<file path="src/rtl/seq_scan_pkg.sv">
// Shared state encodings for the scan controller and its pattern-detector core.
package seq_scan_pkg;

    typedef enum logic [2:0] {
        START = 3'd0,
        S1    = 3'd1,
        S10   = 3'd2,
        S11   = 3'd3,
        S110  = 3'd4,
        S100  = 3'd5,
        S1001 = 3'd6,
        S1100 = 3'd7
    } det_state_t;

    typedef enum logic [1:0] {
        IDLE  = 2'd0,
        SHIFT = 2'd1,
        DRAIN = 2'd2,
        DONE  = 2'd3
    } ctrl_state_t;

endpackage

</file>
<file path="src/rtl/seq_scan_ctrl_if.sv">
// Register-side handshake and status bundle of the scan controller.
interface seq_scan_ctrl_if #(
    parameter int W  = 8,
    parameter int CW = 4
);
    logic          start;
    logic [W-1:0]  din;
    logic          busy;
    logic          done;
    logic [CW-1:0] cnt1100;
    logic [CW-1:0] cnt1001;
    logic          bit_out;
    logic [2:0]    det_state;

    modport master (
        output start, din,
        input  busy, done, cnt1100, cnt1001, bit_out, det_state
    );

    modport slave (
        input  start, din,
        output busy, done, cnt1100, cnt1001, bit_out, det_state
    );
endinterface

</file>
<file path="src/rtl/seq_det_core.sv">
// Moore detector for the serial patterns 1100 (y1) and 1001 (y2).
module seq_det_core
    import seq_scan_pkg::*;
(
    input  logic       ck,
    input  logic       rs,
    input  logic       clr,
    input  logic       en,
    input  logic       x,
    output logic       y1,
    output logic       y2,
    output logic [2:0] state
);
    det_state_t st, st_nxt;

    always_comb begin
        st_nxt = st;
        case (st)
            START: st_nxt = x ? S1    : START;
            S1:    st_nxt = x ? S11   : S10;
            S10:   st_nxt = x ? S1    : S100;
            S11:   st_nxt = x ? S11   : S110;
            S110:  st_nxt = x ? S1    : S1100;
            S100:  st_nxt = x ? S1001 : S10;
            S1001: st_nxt = x ? S11   : S10;
            S1100: st_nxt = x ? S1001 : START;
            default: st_nxt = START;
        endcase
    end

    always_ff @(posedge ck) begin
        if (rs || clr)
            st <= START;
        else if (en)
            st <= st_nxt;
    end

    assign y1    = (st == S1100);
    assign y2    = (st == S1001);
    assign state = st;
endmodule

</file>
<file path="src/rtl/seq_scan_ctrl.sv">
// Scan controller: loads a word, shifts it MSB-first through the detector and
// counts pattern hits in saturating counters before pulsing done.
module seq_scan_ctrl
    import seq_scan_pkg::*;
#(
    parameter int W  = 8,
    parameter int CW = 4
) (
    input  logic ck,
    input  logic rs,
    seq_scan_ctrl_if.slave bus
);
    localparam int BW = (W > 1) ? $clog2(W) : 1;
    localparam logic [BW-1:0] LAST_BIT = BW'(W - 1);

    ctrl_state_t   state, state_nxt;
    logic [W-1:0]  shreg;
    logic [BW-1:0] bitcnt;
    logic [CW-1:0] c1100, c1001;
    logic          accept, busy, done, det_en, det_clr, bit_out;
    logic          y1, y2;
    logic [2:0]    det_state;

    always_comb begin
        state_nxt = state;
        accept    = 1'b0;
        busy      = 1'b0;
        done      = 1'b0;
        det_en    = 1'b0;
        det_clr   = 1'b0;
        bit_out   = 1'b0;
        case (state)
            IDLE: begin
                if (bus.start) begin
                    accept    = 1'b1;
                    det_clr   = 1'b1;
                    state_nxt = SHIFT;
                end
            end
            SHIFT: begin
                busy    = 1'b1;
                det_en  = 1'b1;
                bit_out = shreg[W-1];
                if (bitcnt == LAST_BIT)
                    state_nxt = DRAIN;
            end
            // Extra cycle so the detector output for the last bit gets counted.
            DRAIN: begin
                busy      = 1'b1;
                state_nxt = DONE;
            end
            DONE: begin
                done      = 1'b1;
                state_nxt = IDLE;
            end
            default: state_nxt = IDLE;
        endcase
    end

    always_ff @(posedge ck) begin
        if (rs) begin
            state  <= IDLE;
            shreg  <= '0;
            bitcnt <= '0;
            c1100  <= '0;
            c1001  <= '0;
        end else begin
            state <= state_nxt;
            if (accept) begin
                shreg  <= bus.din;
                bitcnt <= '0;
                c1100  <= '0;
                c1001  <= '0;
            end else begin
                if (state == SHIFT) begin
                    shreg  <= {shreg[W-2:0], 1'b0};
                    bitcnt <= bitcnt + 1'b1;
                end
                if (busy && y1 && (c1100 != '1))
                    c1100 <= c1100 + 1'b1;
                if (busy && y2 && (c1001 != '1))
                    c1001 <= c1001 + 1'b1;
            end
        end
    end

    seq_det_core u_det (
        .ck    (ck),
        .rs    (rs),
        .clr   (det_clr),
        .en    (det_en),
        .x     (bit_out),
        .y1    (y1),
        .y2    (y2),
        .state (det_state)
    );

    assign bus.busy      = busy;
    assign bus.done      = done;
    assign bus.cnt1100   = c1100;
    assign bus.cnt1001   = c1001;
    assign bus.bit_out   = bit_out;
    assign bus.det_state = det_state;
endmodule

</file>
<file path="src/flat_wrapper.sv">
// flat-port wrapper written by rule: the top's interface ports become plain ports
module seq_scan_ctrl_flat import seq_scan_pkg::*;
#(
    parameter int W  = 8,
    parameter int CW = 4
)
  (ck, rs, bus_start, bus_din, bus_busy, bus_done, bus_cnt1100, bus_cnt1001, bus_bit_out, bus_det_state);
  seq_scan_ctrl_if #(.W(W), .CW(CW)) bus_i ();
  input  logic ck;
  input  logic rs;
  input wire logic [$bits(bus_i.start)-1:0] bus_start;
  input wire logic [$bits(bus_i.din)-1:0] bus_din;
  output wire logic [$bits(bus_i.busy)-1:0] bus_busy;
  output wire logic [$bits(bus_i.done)-1:0] bus_done;
  output wire logic [$bits(bus_i.cnt1100)-1:0] bus_cnt1100;
  output wire logic [$bits(bus_i.cnt1001)-1:0] bus_cnt1001;
  output wire logic [$bits(bus_i.bit_out)-1:0] bus_bit_out;
  output wire logic [$bits(bus_i.det_state)-1:0] bus_det_state;
  assign bus_i.start = bus_start;
  assign bus_i.din = bus_din;
  assign bus_busy = bus_i.busy;
  assign bus_done = bus_i.done;
  assign bus_cnt1100 = bus_i.cnt1100;
  assign bus_cnt1001 = bus_i.cnt1001;
  assign bus_bit_out = bus_i.bit_out;
  assign bus_det_state = bus_i.det_state;
  seq_scan_ctrl #(.W(W), .CW(CW)) u_core (.ck(ck), .rs(rs), .bus(bus_i));
endmodule
</file>
<file path="config.mk">
export PLATFORM = sky130hd
export DESIGN_NAME = seq_scan_ctrl_flat
export DESIGN_NICKNAME = d
export VERILOG_FILES = /design/src/rtl/seq_scan_pkg.sv /design/src/rtl/seq_scan_ctrl_if.sv /design/src/rtl/seq_det_core.sv /design/src/rtl/seq_scan_ctrl.sv /design/src/flat_wrapper.sv
export SDC_FILE = /design/constraint.sdc
export NUM_CORES = 1
export LEC_CHECK = 0
export CORE_MARGIN = 2
export CORE_UTILIZATION = 54
export DETAILED_ROUTE_END_ITERATION = 7
export PLACE_DENSITY = 0.92
export SYNTH_ARGS = -nofsm -noshare
export SYNTH_HDL_FRONTEND = slang
export SYNTH_SLANG_ARGS = --single-unit
</file>
<file path="constraint.sdc">
create_clock -name ck -period 4.3 [get_ports ck]
set_input_delay 1.29 -clock ck [delete_from_list [all_inputs] [get_ports ck]]
set_output_delay 1.29 -clock ck [all_outputs]
set_load 0.005 [all_outputs]
</file>
### Word-level counts from Yosys, hierarchy flattened

Index checks and enable logic that the tools add are counted.

| word-level totals | value |
|---|---|
| bits in registers | 24 |
| input bits | 11 |
| output and inout bits | 14 |
| word-level logic and storage cells | 55 |

| operators by class | value |
|---|---|
| $add $sub $neg | 3 |
| equal/unequal tests | 15 |
| mux-type cells | 19 |
| reduce and logical (&&, ||, !) cells | 12 |

Operator list:

| operator | number |
|---|---|
| $pmux W3 S7 | 1 |
| $mux W8 | 2 |
| $eq A3 B3 Y1 const B | 5 |
| $mux W3 | 5 |
| $add A4 B1 Y4 const B | 2 |
| $mux W1 | 8 |
| $ne A4 B4 Y1 const B | 2 |
| $pmux W2 S4 | 1 |
| $eq A3 B2 Y1 const B | 2 |
| $reduce_or A2 Y1 | 3 |
| $eq A2 B2 Y1 const B | 2 |
| $logic_and A1 B1 Y1 | 4 |
| $mux W2 | 2 |
| $add A3 B1 Y3 const B | 1 |
| $eq A3 B1 Y1 const B | 1 |
| $logic_not A3 Y1 | 1 |
| $eq A2 B1 Y1 const B | 1 |
| $logic_not A2 Y1 | 1 |
| $ne A2 B1 Y1 const B | 1 |
| $ne A2 B2 Y1 const B | 1 |
| $reduce_and A2 Y1 | 1 |
| $reduce_bool A2 Y1 | 1 |
| $logic_or A1 B1 Y1 | 1 |

### Depth between registers and ports, before layout

Gate-level depths: netlist (run 1).

| depth | value |
|---|---|
| depth after elaboration | 5 |
| depth in mapped cells | 6 |
| mapped depth without buffers | 5 |

### Modules after synthesis

Synthesis (run 1) repeated with hierarchy kept, for this count alone.

| second synthesis, totals | value |
|---|---|
| cells, all modules | 135 |
| area, all modules | 1247.4 µm² |

Modules (own cells, without submodules):

| module | instances | cells an instance | area an instance (µm²) | sequential area each (µm²) |
|---|---|---|---|---|
| seq_scan_ctrl | 1 | 111 | 1056.0 | 420.4 |
| seq_det_core | 1 | 24 | 191.4 | 60.1 |

### Least setup slack after synthesis (run 1)

OpenSTA, ideal clock, no wires.

| timing path | value |
|---|---|
| path kind | register -> output |
| start | reg u_core.state[1] |
| end | out bus_bit_out |
| arrival | 1.040 ns |
| required time | 3.010 ns |
| slack | 1.970 ns |
| cell stages (with the launch flop) | 6 |
| path buffers | 2 |
| cells stage by stage | dfxtp_1 -> inv_1 -> ha_1 -> buf_6 -> buf_4 -> and2_1 |

| between the ends | value |
|---|---|
| longest elaborated chain between the ends | 2 |

RTL lines:

| item | RTL line | text |
|---|---|---|
| start, declared | seq_scan_ctrl.sv:16 | `ctrl_state_t state, state_nxt;` |
| start signal, assigned | seq_scan_ctrl.sv:68 | `state <= state_nxt;` |
| $eq A2 B1 Y1 | seq_scan_ctrl.sv:32 | `case (state)` |
| $mux W1 | seq_scan_ctrl.sv:32 |  |
| end, declared | flat_wrapper.sv:17 | `output wire logic [$bits(bus_i.bit_out)-1:0] bus_bit_out;` |

Every way passes these cells.

### Final worst setup path (run 1)

Ends and elaborated chain as after synthesis.

==> results of run 1 <==
==> final cells by class <==
cell class,instances,area (µm²),share of cell area (%)
Inverter,2,7.51,0.495
Multi-Input combinational cell,100,724,47.7
Clock buffer,3,22.5,1.48
Tap cell,28,35.0,2.31
Timing Repair Buffer,25,248,16.3
Sequential cell,24,480,31.7
==> worst max-delay path: cells and delay by family (launching register included) <==
kind	cells	cell delay, ps
buffers and inverters	3	850
flip-flops	1	360
AND/OR/NAND/NOR	1	170
adder cells (fa/ha/maj)	1	150
==> per-layer routing <==
layer,vias up,global-route usage (%)
met5,-,0
met4,0,11.5
met3,7,4.29
met2,29,36.7
met1,508,22.6
li1,530,-
==> cell usage after synthesis, drive strengths merged, types with 3 or more instances <==
| library cell | number | area [µm²] |
|---|---|---|
| dfxtp | 24 | 480 |
| a21oi | 12 | 63.8 |
| o21ai | 5 | 25.0 |
| or3 | 4 | 25.0 |
| a211oi | 8 | 60.1 |
| ha | 9 | 113 |
| nand3b | 4 | 30.0 |
| nor3 | 4 | 20.0 |
| nor2 | 11 | 41.3 |
| mux2i | 9 | 90.1 |
| buf | 7 | 55.1 |
| nor2b | 4 | 25.0 |
| nand2 | 4 | 15.0 |
| nand3 | 3 | 15.0 |
==> metrics by stage <==
| step | worst slack, ps | hold WS, ps | power (mW) |
|---|---|---|---|
| floorplan | 1970 | 460 | 0.557 |
| detailed placement | 1280 | 493 | 0.629 |
| global route | 1060 | 530 | 0.771 |
| global placement | 1450 | 476 | 0.605 |
| finish | 1170 | 505 | 0.720 |
| CTS | 1170 | 514 | 0.722 |
==> how the worst max path moves through the flow <==
stage / to / depth (start not counted) / slack, ps
floorplan: bus_bit_out / 5 / 1970
global placement: u_core.u_det.state[0]$_SDFFE_PP0N_ / 4 / 1450
detailed placement: u_core.u_det.state[1]$_SDFFE_PP0N_ / 4 / 1280
CTS: bus_bit_out / 5 / 1170
global route: bus_bit_out / 5 / 1060
finish: bus_bit_out / 5 / 1170
==> power groups by stage <==
stage          Sequential (mW)  Clock, mW  Combinational [mW]
2_1_floorplan            0.299          0               0.258
3_3_place_gp             0.319          0               0.287
3_5_place_dp             0.326          0               0.303
4_1_cts                  0.321     0.0976               0.303
5_1_grt                  0.330      0.108               0.333
6_report                 0.322     0.0961               0.302
==> sequential cells by signal, indices dropped and copies added, names as in the netlist <==
| register | cells |
|---|---|
| u_core.u_det.state | 3 |
| u_core.bus.cnt1100 | 4 |
| u_core.shreg | 8 |
| u_core.bitcnt | 3 |
| u_core.bus.cnt1001 | 4 |
| u_core.state | 2 |
==> placed cells by master (no fill, tap or decap), drive strengths merged, types with 2 or more instances in the layout <==
cell type and n:
nand3b 4, o31ai 2, dfxtp 24, a21oi 12
o21ai 5, or3b 2, nand2b 2, nor2 11
mux2i 9, nand2 4, ha 9, or3 4
inv 2, o21bai 2, nor2b 4, and3 2
nand3 3, clkbuf 3, clkdlybuf4s50 24, a211oi 8
and4b 2, nor3 4
==> kinds of logic (layout without fill, tap and decap cells) <==
group                      after synthesis  count (layout)  share of synthesized area (%)
adders and majority gates                9               9                           8.86
xor gates and xnor gates                 1               1                          0.689
DFF                                     24              24                           37.8
AOI/OAI and AO/OA                       34              34                           17.2
and+or+nand+nor                         47              47                           23.1
muxes                                    9               9                           7.09
buffers and inverters                   10              30                           5.22
==> flow_summary.yaml, run 1 <==
timing:
  final.period_utilization_pct: 72.7
  maxSlewHeadroom_pct: 58.9
  hold_viol_final: 0
  worst_pin_slew_ps: 617
  rsz0062_at_grt: "no"
  setup_viol: 0
  max_freq_mhz: 320
  maxSlewViolCount: 0
  tns_ps: 0
  min_period_ps: 3130
  fin_skew_ps: 9.14
global_route:
  grt_usage_pct: 20.7
  grt-ovfl-total: 0
  grt_max_degree: 20
  grt_pass1_wl_mm: 4.21
  antenna_found_initial: 0
  grt_pass1_vias: 998
worst_setup_path:
  cp-start-kind: "flop"
  reg2reg_from: "u_core.state[0]$_SDFFE_PP0P_"
  max_stage_delay_ps: 490
  reg2reg_slack_ps: 2290
  rr_endpoint: "u_core.u_det.state[1]$_SDFFE_PP0N_"
  worstPathCellList: "inv_1 > ha_1 > buf_4 > and2_1 > clkdlybuf4s50_1"
  slowest_stage: "clkdlybuf4s50_1"
  required_ps: 3010
  crit_start: "u_core.state[1]$_SDFFE_PP0P_"
  end_kind: "output port"
  ff2ff_path_depth: 5
  critPathArrivalTime_ps: 1840
  path_class: "flop to output port"
  cp_max_fo: 19
synthesis:
  ys_seq_area_share_pct: 37.8
  synthFlopType: "dfxtp_1"
  ys_ff_latch: 24
  syn_area_mm2: 0.00127
  synth-edff-count: 0
  ys_types: 37
  syn_nets: 154
  syn_avg_cell_area_um2: 9.49
  async_flop_share_pct: 0
  syn-instance-count: 134
  ys_warn_count: 0
finish:
  fillers: 176
  final_area_mm2: 0.00152
  finalNetCount: 176
  drive_gt1_share_pct: 6.49
  final_cells: 182
  area_growth_pct: 19.4
  n_antenna_cell: 0
  post-route-util_pct: 68.6
clock_network:
  clockRootBuffer: "clkbuf_4"
  cts-htree-levels: 1
  clockBufferDepth: 2
  post_cts_buffers: 0
  postCtsHoldBufs: 0
  clock-sinks: 24
  clk_pin_slew_worst_paths_ps: 110
  post_cts_resized: 0
  cts_tree: "yes"
  worstSkewPairLatency_ps: 310
  cts-buffers-inserted: 3
worst_hold_path:
  hp-start: "u_core.shreg[0]$_SDFFE_PP0P_"
  worst_hold_path.endpoint: "u_core.shreg[0]$_SDFFE_PP0P_"
  hold_depth: 2
  hold_class: "flop to flop"
pwr:
  p_sw_share_pct: 37.2
  power_frac_comb_pct: 42.0
  switchingPower_mw: 0.268
  leakage_nw: 0.566
  internal_power_mw: 0.452
  sequentialPowerShare_pct: 44.7
  power.density_mw_per_mm2: 474
  irDropWorstVdd_mv: 0.365
  clockPowerShare_pct: 13.4
drt:
  vias: 1074
  wl_met2_mm: 1.35
  drtAntennaViolNets: 0
  drc: 0
  top_layer: "met4"
  wl_met1_mm: 1.09
  viasPerCell: 5.90
  firstDrtPassIters: 4
  wl_per_cell_um: 14.2
  first_iter_violations: 18
  drt-total-wl_mm: 2.59
  wl_met3_um: 107
die:
  coreArea_mm2: 0.00221
  die_x_um: 52.5
  start_util_pct: 57.5
  io_pins: 25
  row_count: 17
  die_h_um: 52.5
  dieArea_mm2: 0.00276
place:
  post_dp_cell_area_mm2: 0.00150
  place.port_buffers: 24
  place_hpwl_mm: 1.92
  gp_congestion: 0.751
  dp_cells: 179
outcome:
  status: "completed"
run:
  maxCapViolations: 0
Power figures use the tool's default switching activity.
==> inputs of run 2 (changes only) <==
--- a/config.mk
+++ b/config.mk
@@ -6,9 +6,9 @@
 export NUM_CORES = 1
 export LEC_CHECK = 0
 export CORE_MARGIN = 2
-export CORE_UTILIZATION = 54
+export CORE_UTILIZATION = 45
 export DETAILED_ROUTE_END_ITERATION = 7
-export PLACE_DENSITY = 0.92
+export PLACE_DENSITY = 0.83
 export SYNTH_ARGS = -nofsm -noshare
 export SYNTH_HDL_FRONTEND = slang
 export SYNTH_SLANG_ARGS = --single-unit
==> constraint.sdc (replaced) <==
create_clock -name ck -period 2.7 [get_ports ck]
set_input_delay 0.81 -clock ck [delete_from_list [all_inputs] [get_ports ck]]
set_output_delay 0.81 -clock ck [all_outputs]
set_load 0.005 [all_outputs]
==> run 2 against run 1 <==
Net effect: design area is 2.1% higher; critical path depth is 2 lower; clock skew hardly changed; flip-flop and latch count stayed put; sequential power is 58% higher; combinational power is 65% higher; critical path type unchanged.
==> flow_summary.yaml, run 2 (synthesis gave the netlist of run 1 again) <==
drt:
  drt-total-wl_mm: 2.51
  first_iter_violations: 19
  wl_per_cell_um: 13.4
  firstDrtPassIters: 4
  drtAntennaViolNets: 0
  wl_met3_um: 31
  vias: 1063
  wl_met1_mm: 1.14
  top_layer: "met4"
  drc: 0
  wl_met2_mm: 1.31
  viasPerCell: 5.65
global_route:
  grt-ovfl-total: 0
  grt_pass1_wl_mm: 4.39
  grt_pass1_vias: 1023
  grt_max_degree: 19
  antenna_found_initial: 0
  grt_usage_pct: 16.8
clock_network:
  cts-htree-levels: 1
  clk_pin_slew_worst_paths_ps: 130
  post_cts_resized: 0
  cts_tree: "yes"
  cts-buffers-inserted: 3
  clockRootBuffer: "clkbuf_4"
  post_cts_buffers: 0
  worstSkewPairLatency_ps: 310
  clockBufferDepth: 2
  postCtsHoldBufs: 0
  clock-sinks: 24
worst_setup_path:
  reg2reg_slack_ps: 980
  reg2reg_from: "u_core.state[0]$_SDFFE_PP0P_"
  path_class: "flop to output port"
  end_kind: "output port"
  rr_endpoint: "u_core.bus.cnt1001[0]$_SDFFE_PP0P_"
  cp_max_fo: 6
  critPathArrivalTime_ps: 1780
  crit_start: "u_core.state[0]$_SDFFE_PP0P_"
  ff2ff_path_depth: 5
  required_ps: 1890
  cp-start-kind: "flop"
pwr:
  leakage_nw: 0.583
  irDropWorstVdd_mv: 0.529
  power_mw: 1.20
  power.density_mw_per_mm2: 773
run:
  maxCapViolations: 0
worst_hold_path:
  hold_class: "flop to flop"
  hp-start: "u_core.shreg[0]$_SDFFE_PP0P_"
  hold_depth: 2
  worst_hold_path.endpoint: "u_core.shreg[0]$_SDFFE_PP0P_"
timing:
  tns_ps: 0
  final.period_utilization_pct: 96.1
  hold_viol_final: 0
  maxSlewHeadroom_pct: 60.6
  maxSlewViolCount: 0
  fin_skew_ps: 8.74
  max_freq_mhz: 385
  worst_pin_slew_ps: 591
  setup_viol: 0
  rsz0062_at_grt: "no"
  min_period_ps: 2590
outcome:
  status: "completed"
finish:
  largest_register_ffs: 8
  n_antenna_cell: 0
  multi_input_area_um2: 724
  drive_gt1_share_pct: 8.28
  top_register: "u_core.shreg"
  finalNetCount: 178
  fillers: 260
  seq_area_um2: 480
  final_cell_mix: "clkdlybuf4s50_1 (24), dfxtp_1 (24), a21oi_1 (11), nor2_1 (11)"
  area_growth_pct: 21.9
die:
  die_h_um: 57.2
  io_pins: 25
  row_count: 19
  dieArea_mm2: 0.00327
  start_util_pct: 46.9
  die_x_um: 57.2
  coreArea_mm2: 0.00271
place:
  place_hpwl_mm: 1.90
  gp_congestion: 0.755
  place.port_buffers: 24
[run 2: final cells by class]
cell class	instances	area share (%)
Timing Repair Buffer	27	16.9
Sequential cell	24	31.0
Clock buffer	4	2.34
Multi-Input combinational cell	100	46.7
Tap cell	31	2.50
Inverter	2	0.484
[run 2: worst max path at each step]
stage,endpoint,depth (start not counted),slack [ps]
after floorplan,bus_bit_out,5,850
after global placement,bus_busy,3,520
after detailed placement,bus_busy,3,460
after CTS,bus_busy,3,90
after global routing,bus_busy,3,0.4
final,bus_busy,3,110
[run 2: power breakdown]
group	switching, mW	internal (mW)	total [mW]
clock	0.107	0.0824	0.189
sequential	0.0840	0.426	0.510
combinational	0.247	0.251	0.499
[run 2: critical path: stages, from the launching register on]
cell	delay (ps)
dfxtp_1	390
inv_1	110
ha_1	430
clkdlybuf4s50_1	550
[run 2: layer usage]
metal | global-route usage (%) | vias up
li1 | - | 540
met1 | 20.9 | 510
met2 | 29.6 | 9
met3 | 1.81 | 4
met4 | 6.64 | 0
met5 | 0 | -
[run 2: stage by stage]
step	setup slack (ps)	instances	util [%]	hold slack (ps)	instance area, µm²
floorplan	850	134	-	460	1270
global placement	521	184	55.9	476	1510
detailed placement	455	184	55.9	477	1510
CTS	94.1	188	57.2	497	1550
global route	0.362	188	57.2	537	1550
finish	106	188	57.2	494	1550
